**src/rtl/alu_seq.sv**
```systemverilog
// rtl/alu_seq.sv - multi-cycle ALU instruction sequencer: register reads, external ALU, write-back
// Optional ALU_SEQ_FLAGS_EN adds alu_flags/flags ports capturing ALU status per instruction.

package pkg_reg;
    localparam int REG_ADDRW = 4;
    localparam int REG_WIDTH = 16;
endpackage

package pkg_alu;
    typedef enum logic [2:0] {
        OP_ADD, OP_SUB, OP_AND, OP_OR, OP_XOR, OP_SHL, OP_SHR, OP_PASS
    } op_t;
    typedef enum logic {ALU_REG, ALU_IMM} sel_t;
endpackage

module alu_seq
    import pkg_reg::*;
(
    input  logic                 clk,
    input  logic                 rst,
    input  logic                 start,
    output logic                 ready,
    input  pkg_alu::op_t         op,
    input  pkg_alu::sel_t        a_sel,
    input  logic [REG_ADDRW-1:0] s_reg,
    input  logic [REG_ADDRW-1:0] b_reg,
    input  logic [REG_ADDRW-1:0] a_reg,
    input  logic [REG_WIDTH-1:0] a_imm,
    output logic [REG_ADDRW-1:0] rd_addr,
    input  logic [REG_WIDTH-1:0] rd_data,
    output logic                 wr_en,
    output logic [REG_ADDRW-1:0] wr_addr,
    output logic [REG_WIDTH-1:0] wr_data,
    output pkg_alu::op_t         alu_op,
    output logic [REG_WIDTH-1:0] alu_a,
    output logic [REG_WIDTH-1:0] alu_b,
    input  logic [REG_WIDTH-1:0] alu_s,
    output logic                 done
`ifdef ALU_SEQ_FLAGS_EN
    ,
    input  logic [3:0]           alu_flags,
    output logic [3:0]           flags
`endif
);

    typedef enum logic [2:0] {IDLE, RD_B, RD_A, EXEC, WB} state_t;

    state_t                 state_q, state_d;
    pkg_alu::op_t           op_q;
    pkg_alu::sel_t          sel_q;
    logic [REG_ADDRW-1:0]   s_q, b_q, a_q;
    logic [REG_WIDTH-1:0]   imm_q;
    logic [REG_WIDTH-1:0]   opb_q;
    logic [REG_WIDTH-1:0]   res_q;
    pkg_alu::op_t           hold_op_q;
    logic [REG_WIDTH-1:0]   hold_a_q, hold_b_q;
    logic [REG_ADDRW-1:0]   exec_src;
    logic [REG_WIDTH-1:0]   exec_val, b_val;

    // Register 0 reads as zero no matter what the register file returns.
    assign b_val    = (b_q == '0) ? '0 : rd_data;
    assign exec_src = (sel_q == pkg_alu::ALU_REG) ? a_q : b_q;
    assign exec_val = (exec_src == '0) ? '0 : rd_data;

    assign wr_addr = s_q;
    assign wr_data = res_q;

    always_comb begin
        state_d = state_q;
        ready   = 1'b0;
        rd_addr = '0;
        wr_en   = 1'b0;
        done    = 1'b0;
        alu_op  = hold_op_q;
        alu_a   = hold_a_q;
        alu_b   = hold_b_q;
        case (state_q)
            IDLE: begin
                ready = 1'b1;
                if (start) state_d = RD_B;
            end
            RD_B: begin
                rd_addr = b_q;
                state_d = (sel_q == pkg_alu::ALU_REG) ? RD_A : EXEC;
            end
            RD_A: begin
                rd_addr = a_q;
                state_d = EXEC;
            end
            EXEC: begin
                alu_op = op_q;
                if (sel_q == pkg_alu::ALU_REG) begin
                    alu_a = exec_val;
                    alu_b = opb_q;
                end else begin
                    alu_a = imm_q;
                    alu_b = exec_val;
                end
                state_d = WB;
            end
            WB: begin
                // A reset landing in the write-back cycle kills the write outright.
                done    = !rst;
                wr_en   = !rst && (s_q != '0);
                state_d = IDLE;
            end
            default: state_d = IDLE;
        endcase
    end

    always_ff @(posedge clk) begin
        if (rst) begin
            state_q   <= IDLE;
            op_q      <= pkg_alu::OP_ADD;
            sel_q     <= pkg_alu::ALU_REG;
            s_q       <= '0;
            b_q       <= '0;
            a_q       <= '0;
            imm_q     <= '0;
            opb_q     <= '0;
            res_q     <= '0;
            hold_op_q <= pkg_alu::OP_ADD;
            hold_a_q  <= '0;
            hold_b_q  <= '0;
        end else begin
            state_q <= state_d;
            if (state_q == IDLE && start) begin
                op_q  <= op;
                sel_q <= a_sel;
                s_q   <= s_reg;
                b_q   <= b_reg;
                a_q   <= a_reg;
                imm_q <= a_imm;
            end
            if (state_q == RD_A) opb_q <= b_val;
            if (state_q == EXEC) begin
                hold_op_q <= alu_op;
                hold_a_q  <= alu_a;
                hold_b_q  <= alu_b;
                res_q     <= alu_s;
            end
        end
    end

`ifdef ALU_SEQ_FLAGS_EN
    // Captured at the end of EXEC, so the new value first appears in WB.
    always_ff @(posedge clk) begin
        if (rst) flags <= '0;
        else if (state_q == EXEC) flags <= alu_flags;
    end
`endif

endmodule

```
**config.mk**
```make
export PLATFORM = sky130hd
export DESIGN_NAME = alu_seq
export DESIGN_NICKNAME = d
export VERILOG_FILES = /design/src/rtl/alu_seq.sv
export SDC_FILE = /design/constraint.sdc
export NUM_CORES = 1
export LEC_CHECK = 0
export BUFFER_PORTS_ARGS = -buffer_cell sky130_fd_sc_hd__buf_2
export CAP_MARGIN = 10
export CORE_UTILIZATION = 54
export CTS_CLUSTER_DIAMETER = 150
export DETAILED_ROUTE_END_ITERATION = 6
export PLACE_DENSITY = 0.83
export SKIP_CTS_REPAIR_TIMING = 1
export SLEW_MARGIN = 25
export SYNTH_ARGS = -nofsm -noshare
export SYNTH_HDL_FRONTEND = slang
export SYNTH_SLANG_ARGS = --single-unit
export TNS_END_PERCENT = 1
```
**constraint.sdc**
```tcl
create_clock -name clk -period 3.8 [get_ports clk]
set_input_delay 0.19 -clock clk [delete_from_list [all_inputs] [get_ports clk]]
set_output_delay 0.19 -clock clk [all_outputs]
set_load 0.005 [all_outputs]
```
Word level (Yosys, flattened, before mapping)

Index checks and enable logic that the tools add are counted.
Widths: inputs -> output; s select.

Register bits: 102
Bits in latches: 0
RAM bits: 0
Bits in read-only memories: 0
Input port bits: 67
Output and inout port bits: 62
Word-level logic and storage cells: 39
Memories: 0

Add/subtract/negate cells: 0
Multiply operators: 0
Div/mod/pow operators: 0
Magnitude comparators: 0
Eq/ne operators: 5
Shift operators: 0
Mux-type cells: 15
Bitwise gates (word level): 0
Reduce and logical (&&, ||, !) cells: 7

Operators by type and width:

| kind               | count |
|---|---|
| $mux 16            | 6 |
| $pmux 3 s4         | 1 |
| $logic_not 4->1    | 2 |
| $pmux 4 s2         | 1 |
| $eq 3x2->1 const B | 2 |
| $mux 3             | 2 |
| $mux 1             | 4 |
| $mux 4             | 1 |
| $reduce_bool 4->1  | 1 |
| $eq 3x1->1 const B | 1 |
| $eq 3x3->1 const B | 1 |
| $logic_not 3->1    | 1 |
| $logic_and 1x1->1  | 2 |
| $ne 2x2->1 const B | 1 |
| $logic_not 1->1    | 1 |

Depth between registers and ports, before layout

Gate-level depths: netlist (run 1).

Word-level depth: 5
Gate-level depth with buffers: 6
Gate-level depth less buffers: 3

Least setup slack after synthesis (run 1)

OpenSTA, ideal clock, no wires.

Path kind: register to output
From: reg b_q[0]
To: out alu_b[0]
Data arrival time: 1.314 ns
Data required time: 3.610 ns
Path slack: 2.296 ns
Stages on the path, launching flop included: 5
Buffers on the path: 1
Cell sequence: dfxtp_1 -> o41a_1 -> buf_6 -> a221oi_2 -> nor2_1

Cells in the longest elaborated chain, start to end: 5

Ends and longest elaborated chain:

| item                     | line | text |
|---|---|---|
| start: declaration       | 51   | `logic [REG_ADDRW-1:0] s_q, b_q, a_q;` |
| start signal: assignment | 131  | `b_q <= b_reg;` |
| $mux 4                   | 62   | `assign exec_src = (sel_q == pkg_alu::ALU_REG) ? a_q : b_q;` |
| $logic_not 4->1          | 63   | `assign exec_val = (exec_src == '0) ? '0 : rd_data;` |
| $mux 16                  | 63   |  |
| $mux 16                  | 92   | `if (sel_q == pkg_alu::ALU_REG) begin` |
| $mux 16                  | 77   | `case (state_q)` |
| end: declaration         | 36   | `output logic [REG_WIDTH-1:0] alu_b,` |

Every way passes these cells.

Worst setup path after layout (run 1)

From: reg state_q[0]
To: out alu_a[7]

Cells in the longest elaborated chain, start to end: 2

Ends and longest elaborated chain:

| item                     | line | text |
|---|---|---|
| start: declaration       | 48   | `state_t state_q, state_d;` |
| start signal: assignment | 126  | `state_q <= state_d;` |
| $eq 3x2->1               | 77   |  |
| $mux 16                  | 77   |  |
| end: declaration         | 35   | `output logic [REG_WIDTH-1:0] alu_a,` |

Every way passes these cells.

==> results.cfg, run 1 <==
[outcome]
status = finished, final reports clean

[drt]
totalWireLength_mm = 10.4
drt_iter0_drc = 282
drt.antenna.violating_nets = 0
drc = 0
vias = 4033
wire_per_inst_um = 14.2
dr.pass1.iters = 5
avgViaCountPerCell = 5.49

[grt]
grt_first_pass_wirelength_mm = 16.8
grt_overflow = 0
grt.total_usage = 0.254
grt_max_degree = 104
first_global_vias = 3610
antenna_found_initial = 0

[synthesis]
synthesis.area_um2 = 4250
synth_area_leaders = dfxtp_1 48%, nand2_1 11%, a21oi_1 7.5%, nor2_1 6.3%, nor3_1 4.0%
synth-xor-area-share = 0
synth_seq_cells = 102
synth_compound_area_frac = 0.177
yosysUniqueCellTypes = 28
synth_top_family_by_area = simple AND/OR/NAND/NOR gates
synthAdderAreaFrac = 0
yosys.area.top_type = dfxtp_1
synth_edf_count = 0
yosysMostFrequentCell = nand2_1
netlist.area_leader.share = 0.481
synthSimpleGateAreaFrac = 0.267
syn_nets = 599
yosysSeqAreaShare = 0.481
synth_mux_area_frac = 0.00795
ys_async_sr_fraction = 0
synth.top_cells.by_count = 128 x nand2_1, 102 x dfxtp_1, 71 x nor2_1, 64 x a21oi_1, 34 x nor3_1
syn_area_per_cell_um2 = 7.98
yosysWarningCount = 0
syn_inst = 532
synth_top_flop_cell = dfxtp_1

[critical_path]
setup.worst_path.class = reg2out
end_kind = output pin
cp.required_ns = 3.61
arrival_ns = 2.58
crit_path_max_fanout = 41
cp-start-kind = register

[clock_tree]
clk_pin_slew_ns = 0.10
h-tree-depth = 3
cts_max_path_buffers = 2
cts_root_buf = clkbuf_8
worstSkewPairLatency_ns = 0.37
cts_tree = yes
cts.sinks = 102
cts_buffers = 9

[pwr]
switching_share = 0.279
cellPowerDensity_nw_per_um2 = 423
p_int_w = 0.00153
pwr-share-comb = 0.141
power_frac_seq = 0.543
p_leak_nw = 2.29
clkPwrFrac = 0.316
switchingPower_w = 0.000594
ir_drop_mv = 0.363

[layout]
areaGrowthSynthToFinish_pct = 18.3
num_antenna_cells = 0
drive_gt1_frac = 0.259
fin_nets = 698
layout.cells.non_filler = 735
fin_util = 0.678

[sta]
min_period_over_period = 0.730
fin_crit_ns = 2.77
drv_slew = 0
report.final.setup_viol = 0
maxSlewHeadroom = 0.299
timing.final.hold_violations = 0
tns_ns = 0
finalClockSkew_ns = 0.00751
worst_pin_slew_ns = 1.05
max_freq_ghz = 0.361
grt_setup_unrepaired = no

[job]
drv_cap = 0

[placed_design]
io_buffer_count = 128
placedCellCount = 719
place_hpwl_mm = 7.03
gp_congestion = 0.865

[floorplan]
start_util = 0.573
dieArea_um2 = 8220
ios = 129
die_x_um = 90.7
fp.dieH_um = 90.7
fp-row-count = 31
fp.coreArea_um2 = 7410

[hold_path]
hold_path_class = in2reg
[cell type report]
class | count | area [um2]
Fill cell | 657 | 2380
Sequential cell | 102 | 2040
Multi-Input combinational cell | 370 | 1940
Timing Repair Buffer | 131 | 666
Clock buffer | 11 | 131
Tap cell | 99 | 124
Inverter | 17 | 63.8
Clock inverter | 5 | 60.1
[routing by layer]
| layer | vias up | track usage | part of all wire |
|---|---|---|---|
| met5 | - | 0 | 0 |
| met4 | 0 | 0.0672 | 0.015 |
| met3 | 16 | 0.0850 | 0.076 |
| met2 | 152 | 0.415 | 0.48 |
| met1 | 1866 | 0.318 | 0.43 |
| li1 | 1999 | - | - |
[power groups by stage]
| stage | registers (W) | clock network [W] | logic [W] |
|---|---|---|---|
| floorplan | 0.00116 | 0 | 0.000206 |
| detailed placement | 0.00118 | 0 | 0.000297 |
| CTS | 0.00115 | 0.000679 | 0.000299 |
| global placement | 0.00118 | 0 | 0.000293 |
| finish | 0.00116 | 0.000672 | 0.000300 |
| global route | 0.00116 | 0.000728 | 0.000332 |
[kinds of logic after synthesis]
kind of cell | after synthesis
and+or+nand+nor | 263
AOI/OAI and AO/OA | 104
DFF | 102
buffers and inverters | 60
muxes | 3
[stage by stage]
stage	hold slack [ns]	area, um2	power [W]	setup slack, ns
after floorplan	0.326	4250	0.00137	2.30
after global placement	0.430	4830	0.00147	1.51
after detailed placement	0.436	4830	0.00148	1.43
after CTS	0.0389	5020	0.00213	1.03
after global routing	0.0262	5020	0.00222	0.839
final	0.0469	5020	0.00213	1.03
[worst max-delay path: stages (launching register included)]
cell and delay (ns):
dfxtp_1 0.62, and3b_2 0.77, buf_4 0.40, o311a_1 0.24, nor2_1 0.06, buf_2 0.13
[path summary, 6_finish.rpt]
path                            from                   endpoint  slack, ns  cells past startpoint
max reg2reg  state_q[0]$_SDFFE_PP0P_  hold_a_q[11]$_SDFFE_PP0N_       1.55                      4
min                        alu_s[13]   wr_data[13]$_SDFFE_PP0N_       0.05                      3
max          state_q[0]$_SDFFE_PP0P_                   alu_a[7]       1.03                      5
min reg2reg    imm_q[9]$_SDFFE_PP0P_      imm_q[9]$_SDFFE_PP0P_       0.46                      2
[flip-flops by register name, indices dropped and copies added, names as in the netlist]
name	count
b_q	4
op_q	3
state_q	3
hold_a_q	16
opb_q	16
sel_q	1
wr_addr	4
a_q	4
hold_op_q	3
imm_q	16
hold_b_q	16
wr_data	16
[cells in the final DEF (no fill, tap or decap), types with 2 or more instances in the layout]
master	count
nand2_1	128
buf_2	127
dfxtp_1	102
nor2_1	71
a21oi_1	64
nor3_1	34
inv_1	17
o311a_1	16
nand3_1	16
a221oi_2	10
clkbuf_8	9
a221oi_1	6
nor2b_1	5
a22oi_1	4
clkinvlp_4	4
buf_4	4
mux2_2	3
o41a_1	2
clkbuf_1	2
Power figures use the tool's default switching activity.
==> run 2, diff against run 1 <==
CORE_UTILIZATION = 51   (was 54)
PLACE_DENSITY = 0.79   (was 0.83)
clock period = 2.68 ns   (was 3.8 ns; I/O delays follow)
==> run 2 against run 1 <==
Net effect: global-route usage shrank 0.35 points; count of clock-buffer cells in the layout decreased by 1; critical endpoint is now alu_a[4]; via count shrank 1.9%; combinational power is 49% higher; first-iteration DRC count shrank 21%; largest cell class unchanged; cell area rose by 1.5%; register-to-register slack got worse by 0.81 ns; routed wire length grew 2.6%; sequential power up 41%.
==> results.cfg, run 2 (synthesis gave the netlist of run 1 again) <==
[outcome]
status = finished, final reports clean

[clock_tree]
cts.sinks = 102
h-tree-depth = 3
worstSkewPairLatency_ns = 0.36
cts_root_buf = clkbuf_8
cts_max_path_buffers = 2
cts_tree = yes
clk_pin_slew_ns = 0.10
cts_buffers = 9

[critical_path]
reg2regPathDepth = 3
setup.worst_path.class = reg2out
cp-start-kind = register
crit_path_max_fanout = 28
cp.required_ns = 2.55
r2r_slack_ns = 0.74
r2r-start = state_q[0]$_SDFFE_PP0P_
r2r-end = hold_op_q[2]$_SDFFE_PP0N_
arrival_ns = 2.25
end_kind = output pin

[drt]
drc = 0
drt.antenna.violating_nets = 0
wire_per_inst_um = 14.3
avgViaCountPerCell = 5.31
drt_iter0_drc = 224
dr.pass1.iters = 4
totalWireLength_mm = 10.7
vias = 3955

[floorplan]
fp-row-count = 32
dieArea_um2 = 8700
die_x_um = 93.3
ios = 129
start_util = 0.539
fp.coreArea_um2 = 7890
fp.dieH_um = 93.3

[layout]
final_common_cell = nand2_1
areaGrowthSynthToFinish_pct = 20.1
fillers = 681
multi_input_area_um2 = 1930
final_cell_mix = 128 x nand2_1, 127 x buf_2, 102 x dfxtp_1
seq_area_um2 = 2040
num_antenna_cells = 0
drive_gt1_frac = 0.266
fin_area_um2 = 5100
fin_nets = 705

[grt]
grt_first_pass_wirelength_mm = 17.3
antenna_found_initial = 0
grt.busiest_layer = met2
grt_overflow = 0
grt_use_met3 = 0.0553
use_met2 = 0.405
use_met1 = 0.319
first_global_vias = 3754
grt.total_usage = 0.250
grt_max_degree = 104

[placed_design]
io_buffer_count = 128
place_hpwl_mm = 7.27
dp_slack_ns = 0.695
gp_congestion = 0.890
placed_area_um2 = 4880

[sta]
timing.final.hold_violations = 0
maxSlewHeadroom = 0.364
fin_crit_ns = 2.39
finalClockSkew_ns = 0.0101
grt_setup_unrepaired = no
max_freq_ghz = 0.419
drv_slew = 0
report.final.setup_viol = 0
tns_ns = 0
min_period_over_period = 0.890
worst_pin_slew_ns = 0.954
hold_slack_ns = 0.000305
timing.final.ws_setup_ns = 0.294

[pwr]
pwr-share-comb = 0.147
power_frac_seq = 0.536
ir_drop_mv = 0.331
power.total_w = 0.00304
switching_share = 0.275
switchingPower_w = 0.000836
cellPowerDensity_nw_per_um2 = 597
p_leak_nw = 2.34
clkPwrFrac = 0.317
p_int_w = 0.00221

[hold_path]
hold_end = imm_q[13]$_SDFFE_PP0P_
holdCritStartpoint = a_imm[13]
hold_path_class = in2reg
hold_depth = 3

[job]
drv_cap = 0
run 2: routing by layer:
layer	vias up	routed length, um
met5	-	0
met4	0	206
met3	15	695
met2	122	5120
met1	1811	4660
li1	2007	-
run 2: stage by stage:
stage	instances	utilization
after floorplan	532	-
after global placement	727	0.618
after detailed placement	727	0.618
after CTS	743	0.644
after global routing	745	0.647
final	745	0.647
run 2: critical path, cell delays in order, from the launching register on:
cell and delay (ns):
dfxtp_1 0.61, and3b_2 0.65, buf_12 0.24, o311a_1 0.19, nor2_1 0.06, buf_2 0.12
run 2: worst max path at each step:
stage               cells after the start         to  slack [ns]                    start
global placement                        5   alu_a[6]        0.74  state_q[0]$_SDFFE_PP0P_
global route                            5  alu_a[11]        0.12  state_q[0]$_SDFFE_PP0P_
CTS                                     5  alu_a[13]        0.29  state_q[0]$_SDFFE_PP0P_
detailed placement                      5  alu_a[13]        0.70  state_q[0]$_SDFFE_PP0P_
floorplan                               4   alu_b[0]        1.23      b_q[0]$_SDFFE_PP0P_
finish                                  5   alu_a[4]        0.29  state_q[0]$_SDFFE_PP0P_
run 2: power groups by stage:
stage               Sequential, W  Clock (W)  Combinational, W
global route              0.00164    0.00104          0.000500
CTS                       0.00163   0.000987          0.000446
floorplan                 0.00165          0          0.000292
detailed placement        0.00167          0          0.000444
finish                    0.00163   0.000965          0.000448
global placement          0.00166          0          0.000435
run 2: cell type report:
cell class,count,share of cell area
clock buffer,10,0.0270
clock inverter,6,0.0120
inverter,17,0.0125
multi-input combinational,370,0.378
sequential,102,0.400
tap,102,0.0250
timing repair buffer,138,0.145
==> run 3, diff against run 2 <==
BUFFER_PORTS_ARGS = unset   (was -buffer_cell sky130_fd_sc_hd__buf_2)
CORE_ASPECT_RATIO = 1.2   (was unset)
CORE_UTILIZATION = 54   (was 51)
DONT_BUFFER_PORTS = 1   (was unset)
PLACE_DENSITY = 0.69   (was 0.79)
==> run 3 against run 2 <==
Net effect: the run now ends with hold timing left; sequential cell count unchanged; cell count down 10%; non-clock buffer count down 68; die area down 5.4%; routed wire length up 1.7%; count of clock-buffer cells in the layout unchanged; combinational power down 4.9%; maximum frequency down 2.8%; cell area about the same; register-to-register slack worse by 0.52 ns; utilization up 1.8 points; clock power about the same; largest power group unchanged.
==> results.cfg, run 3 (synthesis gave the netlist of run 1 again) <==
[critical_path]
r2r_slack_ns = 0.22
cp.required_ns = 2.94
reg2regPathDepth = 4
crit_path_max_fanout = 32
r2r-end = imm_q[10]$_SDFFE_PP0P_
r2r-start = state_q[2]$_SDFFE_PP0P_
cp-start-kind = register
setup.worst_path.class = reg2reg
end_kind = register
arrival_ns = 2.71

[layout]
fin_nets = 637
fillers = 666
final_cell_mix = 128 x nand2_1, 102 x dfxtp_1, 71 x nor2_1
final_common_cell = nand2_1
fin_util = 0.665
areaGrowthSynthToFinish_pct = 20.0
drive_gt1_frac = 0.0748
fin_area_um2 = 5100
num_antenna_cells = 0

[sta]
drv_slew = 0
maxSlewHeadroom = 0.373
timing.final.ws_setup_ns = 0.224
timing.final.hold_violations = 1
finalClockSkew_ns = 0.0146
fin_crit_ns = 2.46
grt_setup_unrepaired = no
min_period_over_period = 0.917
report.final.setup_viol = 0
hold_slack_ns = -0.000504
tns_ns = 0
max_freq_ghz = 0.407
worst_pin_slew_ns = 0.933

[grt]
grt_first_pass_wirelength_mm = 15.8
grt_overflow = 0
first_global_vias = 3239
antenna_found_initial = 0
grt_max_degree = 104
grt.total_usage = 0.239

[clock_tree]
cts_tree = yes
clk_pin_slew_ns = 0.11
h-tree-depth = 3
cts_root_buf = clkbuf_8
cts_max_path_buffers = 2
worstSkewPairLatency_ns = 0.36
cts_buffers = 9
cts.sinks = 102

[placed_design]
dp_slack_ns = 0.712
io_buffer_count = 0
place_hpwl_mm = 6.33
placed_area_um2 = 4220
gp_congestion = 0.770

[floorplan]
ios = 129
dieArea_um2 = 8230
die_x_um = 83.0
fp-row-count = 35
fp.dieH_um = 99.2
fp.coreArea_um2 = 7660
start_util = 0.554

[pwr]
ir_drop_mv = 0.391
cellPowerDensity_nw_per_um2 = 601
p_leak_nw = 2.02
power.total_w = 0.00306

[drt]
vias = 3770
wire_per_inst_um = 16.3
avgViaCountPerCell = 5.65
drc = 0
drt.antenna.violating_nets = 0
totalWireLength_mm = 10.9
dr.pass1.iters = 4
drt_iter0_drc = 220

[outcome]
status = finished, violations left
violations = hold timing

[hold_path]
hold_end = hold_b_q[0]$_SDFFE_PP0N_
holdCritStartpoint = rd_data[0]
hold_depth = 2
hold_path_class = in2reg

[job]
drv_cap = 0
==> run 3: worst max-delay path, cell delays in order (launching register included) <==
cell	delay, ns
dfxtp_1	0.46
or4b_2	1.07
nand2_1	0.16
a21oi_1	0.08
dlygate4sd3_1	0.58
==> run 3: area by class of cell <==
class | instances | area [um2] | share of cell area
Clock inverter | 6 | 68.8 | 0.0135
Timing Repair Buffer | 70 | 731 | 0.143
Inverter | 17 | 63.8 | 0.0125
Clock buffer | 10 | 138 | 0.0270
Sequential cell | 102 | 2040 | 0.401
Tap cell | 92 | 115 | 0.0226
Multi-Input combinational cell | 370 | 1940 | 0.380
==> run 3: stage by stage <==
step | hold slack (ns) | std cells
after floorplan | 0.270 | 532
after global placement | 0.210 | 586
after detailed placement | 0.211 | 586
after CTS | -0.189 | 602
after global routing | 0.0101 | 667
final | -0.000504 | 667
==> run 3: worst max path at each step <==
stage / start / to / cells past startpoint
2_1_floorplan: b_q[0]$_SDFFE_PP0P_ / alu_b[0] / 4
3_3_place_gp: state_q[2]$_SDFFE_PP0P_ / imm_q[9]$_SDFFE_PP0P_ / 3
3_5_place_dp: state_q[2]$_SDFFE_PP0P_ / imm_q[7]$_SDFFE_PP0P_ / 3
4_1_cts: b_q[0]$_SDFFE_PP0P_ / alu_b[14] / 3
5_1_grt: state_q[2]$_SDFFE_PP0P_ / imm_q[10]$_SDFFE_PP0P_ / 4
6_report: state_q[2]$_SDFFE_PP0P_ / imm_q[10]$_SDFFE_PP0P_ / 4
==> run 3: per-layer routing <==
metal | GRT usage | vias to the layer above | routed length, um
li1 | - | 1876 | -
met1 | 0.295 | 1771 | 4540
met5 | 0 | - | 0
met2 | 0.400 | 112 | 5530
met4 | 0.0875 | 0 | 127
met3 | 0.0672 | 11 | 654
==> run 3: power breakdown <==
| part | switching (W) | leakage, nW | internal (W) |
|---|---|---|---|
| clock network | 0.000537 | 0.103 | 0.000465 |
| logic | 0.000258 | 1.09 | 0.000168 |
| registers | 0.0000498 | 0.829 | 0.00159 |
